<file path="src/rtl/riscv_pkg.sv">
// Shared RV32I integer-datapath types and constants.
// Latency: none (declarations only).
// Backpressure: none (declarations only).
package riscv_pkg;

    localparam int XLEN   = 32;
    localparam int NREGS  = 32;
    localparam int RIDX_W = $clog2(NREGS);

    typedef logic [RIDX_W-1:0] reg_idx_t;
    typedef logic [XLEN-1:0]   xdata_t;

    // x0 is hard-wired to zero and never tracked as a producer target
    localparam reg_idx_t REG_ZERO = '0;

endpackage

</file>
<file path="src/rtl/rf_scoreboard.sv">
// Pending-write scoreboard: one bit per register, set on issue, cleared on writeback.
// Latency: mask updates on the next rising edge; ready flags are combinational.
// Backpressure: none here; decode stalls itself while a ready flag is low.
module rf_scoreboard
    import riscv_pkg::*;
#(
    parameter int NREGS  = riscv_pkg::NREGS,
    parameter int AWIDTH = $clog2(NREGS),
    parameter int BYPASS = 1
) (
    input  logic              clk,
    input  logic              rst_n,
    input  logic              issue_en,
    input  logic [AWIDTH-1:0] issue_rd,
    input  logic              wb_en,
    input  logic [AWIDTH-1:0] wb_rd,
    input  logic [AWIDTH-1:0] rs1,
    input  logic [AWIDTH-1:0] rs2,
    output logic [NREGS-1:0]  pending,
    output logic              porta_ready,
    output logic              portb_ready
);

    localparam logic [AWIDTH-1:0] ZERO_IDX = AWIDTH'(REG_ZERO);
    localparam bit                FWD      = (BYPASS != 0);

    logic             set_vld;
    logic             clr_vld;
    logic [NREGS-1:0] pending_nxt;

    // Next mask: clear first, then set, so a same-index issue (newer producer) wins
    always_comb begin
        set_vld     = issue_en && (issue_rd != ZERO_IDX);
        clr_vld     = wb_en && (wb_rd != ZERO_IDX);
        pending_nxt = pending;
        if (clr_vld) begin
            pending_nxt[wb_rd] = 1'b0;
        end
        if (set_vld) begin
            pending_nxt[issue_rd] = 1'b1;
        end
        pending_nxt[0] = 1'b0;
    end

    // Mask register; reset discards every in-flight producer
    always_ff @(posedge clk or negedge rst_n) begin
        if (!rst_n) begin
            pending <= '0;
        end else begin
            pending <= pending_nxt;
        end
    end

    // A port is ready when its source is x0, not outstanding, or being forwarded this cycle
    always_comb begin
        porta_ready = (rs1 == ZERO_IDX) || !pending[rs1] || (FWD && wb_en && (wb_rd == rs1));
        portb_ready = (rs2 == ZERO_IDX) || !pending[rs2] || (FWD && wb_en && (wb_rd == rs2));
    end

endmodule

</file>
<file path="src/rtl/regfile_sb.sv">
// 2-read/1-write integer register file with pending-write scoreboard and optional write bypass.
// Latency: reads combinational (zero cycles); writes visible the cycle after presentation.
// Backpressure: none; ready flags tell decode when a read operand is not yet current.
module regfile_sb
    import riscv_pkg::*;
#(
    parameter int DWIDTH = XLEN,
    parameter int NREGS  = riscv_pkg::NREGS,
    parameter int AWIDTH = $clog2(NREGS),
    parameter int BYPASS = 1
) (
    input  logic              clk,
    input  logic              rst_n,
    input  logic [AWIDTH-1:0] rs1,
    input  logic [AWIDTH-1:0] rs2,
    output logic [DWIDTH-1:0] porta,
    output logic [DWIDTH-1:0] portb,
    output logic              porta_ready,
    output logic              portb_ready,
    input  logic              issue_en,
    input  logic [AWIDTH-1:0] issue_rd,
    input  logic              RegWen,
    input  logic [AWIDTH-1:0] rd,
    input  logic [DWIDTH-1:0] writedata,
    output logic [NREGS-1:0]  pending
);

    localparam logic [AWIDTH-1:0] ZERO_IDX = AWIDTH'(REG_ZERO);
    localparam bit                FWD      = (BYPASS != 0);

    // Flop-based storage: the asynchronous clear rules out RAM inference
    logic [NREGS-1:0][DWIDTH-1:0] regs;
    logic                         wr_vld;

    assign wr_vld = RegWen && (rd != ZERO_IDX);

    // Write port; x0 is never written so its entry stays at the reset value of zero
    always_ff @(posedge clk or negedge rst_n) begin
        if (!rst_n) begin
            regs <= '0;
        end else if (wr_vld) begin
            regs[rd] <= writedata;
        end
    end

    // Read muxes: stored value, overridden by same-cycle writeback, forced to zero for x0
    always_comb begin
        porta = regs[rs1];
        portb = regs[rs2];
        if (FWD && wr_vld && (rd == rs1)) begin
            porta = writedata;
        end
        if (FWD && wr_vld && (rd == rs2)) begin
            portb = writedata;
        end
        if (rs1 == ZERO_IDX) begin
            porta = '0;
        end
        if (rs2 == ZERO_IDX) begin
            portb = '0;
        end
    end

    rf_scoreboard #(
        .NREGS  (NREGS),
        .AWIDTH (AWIDTH),
        .BYPASS (BYPASS)
    ) u_scoreboard (
        .clk         (clk),
        .rst_n       (rst_n),
        .issue_en    (issue_en),
        .issue_rd    (issue_rd),
        .wb_en       (RegWen),
        .wb_rd       (rd),
        .rs1         (rs1),
        .rs2         (rs2),
        .pending     (pending),
        .porta_ready (porta_ready),
        .portb_ready (portb_ready)
    );

endmodule

</file>
<file path="config.mk">
export PLATFORM = sky130hd
export DESIGN_NAME = regfile_sb
export DESIGN_NICKNAME = d
export VERILOG_FILES = /design/src/rtl/riscv_pkg.sv /design/src/rtl/rf_scoreboard.sv /design/src/rtl/regfile_sb.sv
export SDC_FILE = /design/constraint.sdc
export NUM_CORES = 2
export LEC_CHECK = 0
export CAP_MARGIN = 20
export CORE_UTILIZATION = 50
export CTS_CLUSTER_DIAMETER = 200
export DETAILED_ROUTE_END_ITERATION = 8
export GPL_ROUTABILITY_DRIVEN = 0
export PLACE_DENSITY = 0.74
export SLEW_MARGIN = 0
export SYNTH_ARGS = -nofsm -noshare
export SYNTH_HDL_FRONTEND = slang
export SYNTH_SLANG_ARGS = --single-unit
export TNS_END_PERCENT = 30
</file>
<file path="constraint.sdc">
create_clock -name clk -period 3 [get_ports clk]
set_input_delay 0.45 -clock clk [delete_from_list [all_inputs] [get_ports clk]]
set_output_delay 0.45 -clock clk [all_outputs]
set_load 0.02 [all_outputs]
</file>
==> summary.md <==
| Metric | Value |
|---|---|
| Core box area | `113000 um^2` |
| Seq cells post-synth | `1055` |
| Cell area after synthesis | `57100 um^2` |
| Setup tns final | `-5.15 ns` |
| Clock power share | `33.2%` |
| Nets | `4597` |
| Relative slew slack | `52.3%` |
| Synth area leaders | `dfrtp_1 (46%), mux2_2 (21%), mux4_2 (16%)` |
| Commonest non-fill, non-tap cell in the layout | `dfrtp_1` |
| Crit path time final | `3.42 ns` |
| Post-DP HPWL | `138 mm` |
| Width of the die | `340 um` |
| Ys flop type | `dfrtp_1` |
| Cell count after synthesis | `4043` |
| Peak VDD IR | `0.511 mV` |
| Clk sinks | `1055` |
| Area share of the largest cell type after synthesis | `46.2%` |
| Psw | `13.0 mW` |
| CP Launch Type | `flop` |
| H-tree levels | `3` |
| Layout fillers | `8160` |
| Cell-internal power | `31.9 mW` |
| Vias in the first global route | `43100` |
| Die area | `116000 um^2` |
| Multi-input gate area | `29600 um^2` |
| Detailed Route Iter0 Violations | `5528` |
| DR vias | `42700` |
| Max-slew violation count | `0` |
| Fmax | `0.292 GHz` |
| Worst setup margin | `-0.420 ns` |
| IO Pins | `154` |
| Rows | `123` |
| Worst-path fanout max | `2` |
| Drt wl/cell | `34.3 um` |
| Register area | `26400 um^2` |
| Data arrival, critical path | `2.97 ns` |
| DP Area | `64400 um^2` |
| Net Sw Frac | `28.9%` |
| PortBufs | `152` |
| Die Ht | `340 um` |
| Initial antenna violation count | `8` |
| Grt ovf | `0` |
| Least-Margin Pin Slew | `0.713 ns` |
| CP required | `2.55 ns` |
| Seq/Total Area, Yosys | `46.2%` |
| 1st-pass router iterations | `6` |
| Cts bufs inserted | `110` |
| Worst skew pair latency | `0.71 ns` |
| Clock tree buffer depth | `3` |
| Hold Crit Class | `primary input to asynchronous set/reset pin` |
| Synth unique cells | `59` |
| Final hold violations | `0` |
| Non-Filler Instances | `6133` |
| Final Hold Slack | `0.275 ns` |
| CTS root buffer | `clkbuf_16` |
| Largest net degree at the start of global routing | `109` |
| Syn nets | `4099` |
| Starting Density | `50.6%` |
| WS Path Type | `flop to output port` |
| Ys Warns | `0` |
| Setup Skew | `0 ns` |
| Final setup viols | `42` |
| Post-synth EDFFs | `0` |
| Max Cap Viol | `0` |
| Share of total power in sequential cells | `42.5%` |
| PwrDens | `638 nW/um^2` |
| DRT Wirelength | `210 mm` |
| CTS tree | `built` |
| Critical Path End Type | `output port` |
| Failing checks | `setup timing` |
| First-pass GRT wire length | `305 mm` |
| Final period util | `114%` |
| Most frequent cells in the layout | `dfrtp_1 (1055), mux2_2 (1043), buf_4 (524)` |
| P_leak | `30.9 nW` |
| Syn avg cell area | `14.1 um^2` |
| R2R Setup Slk | `2.09 ns` |
| Post-synth top area cell | `dfrtp_1` |
| Post-synth ARST share | `100%` |
| Fin area | `70400 um^2` |
| Run status | `finished with violations` |
| Logic gate share of total power | `24.4%` |
| DP Cell Count | `5824` |
| Vias/cell | `6.96` |
| RSZ-0062 raised after global routing | `yes` |
| DRC | `0` |
| Post-route ant nets | `0` |
| All-Layer GR Usage | `36.1%` |
| CTS clk-pin slew, worst paths | `0.06 ns` |
| P&R area growth vs syn | `23.1%` |
| Share of layout cells above drive strength 1 | `55.6%` |
[final timing paths]
check / start / end / cells past startpoint
hold reg to reg: regs[19] / regs[19] / 0
setup reg to reg: regs[975] / regs[975] / 2
setup / recovery: regs[1006] / portb[14] / 5
hold / removal: rst_n / regs[667] / 2
min in group clk: regs[19] / regs[19] / 0
max in group asynchronous: rst_n / regs[509] / 4
[per-stage QoR]
stage	util, %	power [mW]	worst slack [ns]
3_5_place_dp	57.0	29.3	-0.986
3_3_place_gp	57.0	28.9	-1.01
2_1_floorplan	-	25.3	0.185
4_1_cts	61.6	44.4	-0.399
6_report	62.3	44.9	-0.420
5_1_grt	62.3	46.3	-0.434
[Yosys cell counts (4+ instances only)]
master and number:
mux2_1 31, o221ai_1 16, xnor2_1 10, o211ai_1 21, mux2i_1 203, nor3b_1 5
a221oi_1 29, a31oi_1 30, nand2_1 80, nand3_1 10, inv_1 15, a2111oi_0 10
a22oi_1 37, or4_1 4, mux4_2 410, nor2b_1 53, or2_2 6, nor3_1 23
buf_1 61, o22ai_1 84, buf_4 28, a32o_1 8, o21ai_0 92, dfrtp_1 1055
mux2_2 1045, a21o_1 6, clkbuf_1 245, o22a_1 18, o211a_1 4, a22o_1 15
buf_6 13, o311ai_0 7, nand4_1 11, a21oi_1 60, buf_2 102, nor2_1 54
o21ai_1 16, nand2b_1 16, a221o_1 20, and3_1 15, a211oi_1 25, nor4_2 4
a32oi_1 13, nor4_1 5
[metal layers]
layer | global-route usage, % | vias up | part of all wire (%)
met5 | 0 | - | 0.047
met4 | 20.4 | 8 | 6.5
met3 | 12.0 | 803 | 14
met2 | 52.0 | 3089 | 43
met1 | 48.0 | 22200 | 37
li1 | - | 16600 | -
[worst max-delay path, stage by stage, from the launching register on]
cell	delay [ns]
dfrtp_1	0.39
mux4_2	0.48
mux4_2	0.55
and3_4	0.20
a221o_2	0.44
buf_6	0.19
[kinds of logic after synthesis]
logic type,after synthesis,share of synthesized area [%]
compound gates,520,6.24
mux,1689,40.9
flops,1055,46.2
other cells,1,0.00656
buf+inv,468,3.74
xor+xnor,10,0.153
simple gates,300,2.75
[registers in the layout (all words and copies together), names as in the netlist]
register,flops
regs,1024
u_scoreboard.pending,31
[cell type report]
class | count | area share, %
diodes | 3 | 0.0107
clock buffers | 156 | 4.57
clock inverters | 45 | 1.00
inverters | 15 | 0.0800
multi-input cells | 2520 | 42.1
flip-flops and latches | 1055 | 37.5
well taps | 1500 | 2.67
repair buffers | 839 | 12.1
[power groups by stage]
| stage | registers, mW | logic [mW] | clock network, mW |
|---|---|---|---|
| floorplan | 18.6 | 6.69 | 0 |
| global placement | 19.0 | 9.90 | 0 |
| detailed placement | 19.2 | 10.1 | 0 |
| CTS | 18.9 | 10.6 | 14.9 |
| global route | 19.3 | 11.5 | 15.5 |
| finish | 19.1 | 10.9 | 14.9 |
[what timing repair did]
action,CTS,global route
pin swaps,50,32
cloned,3,1
hold buffers,1,0
resized for setup,376,124
hold endpoints to repair,34,0
buffers inserted,50,60
endpoints found under the setup margin,66,61
No activity file was read; power rests on OpenSTA's default activity.
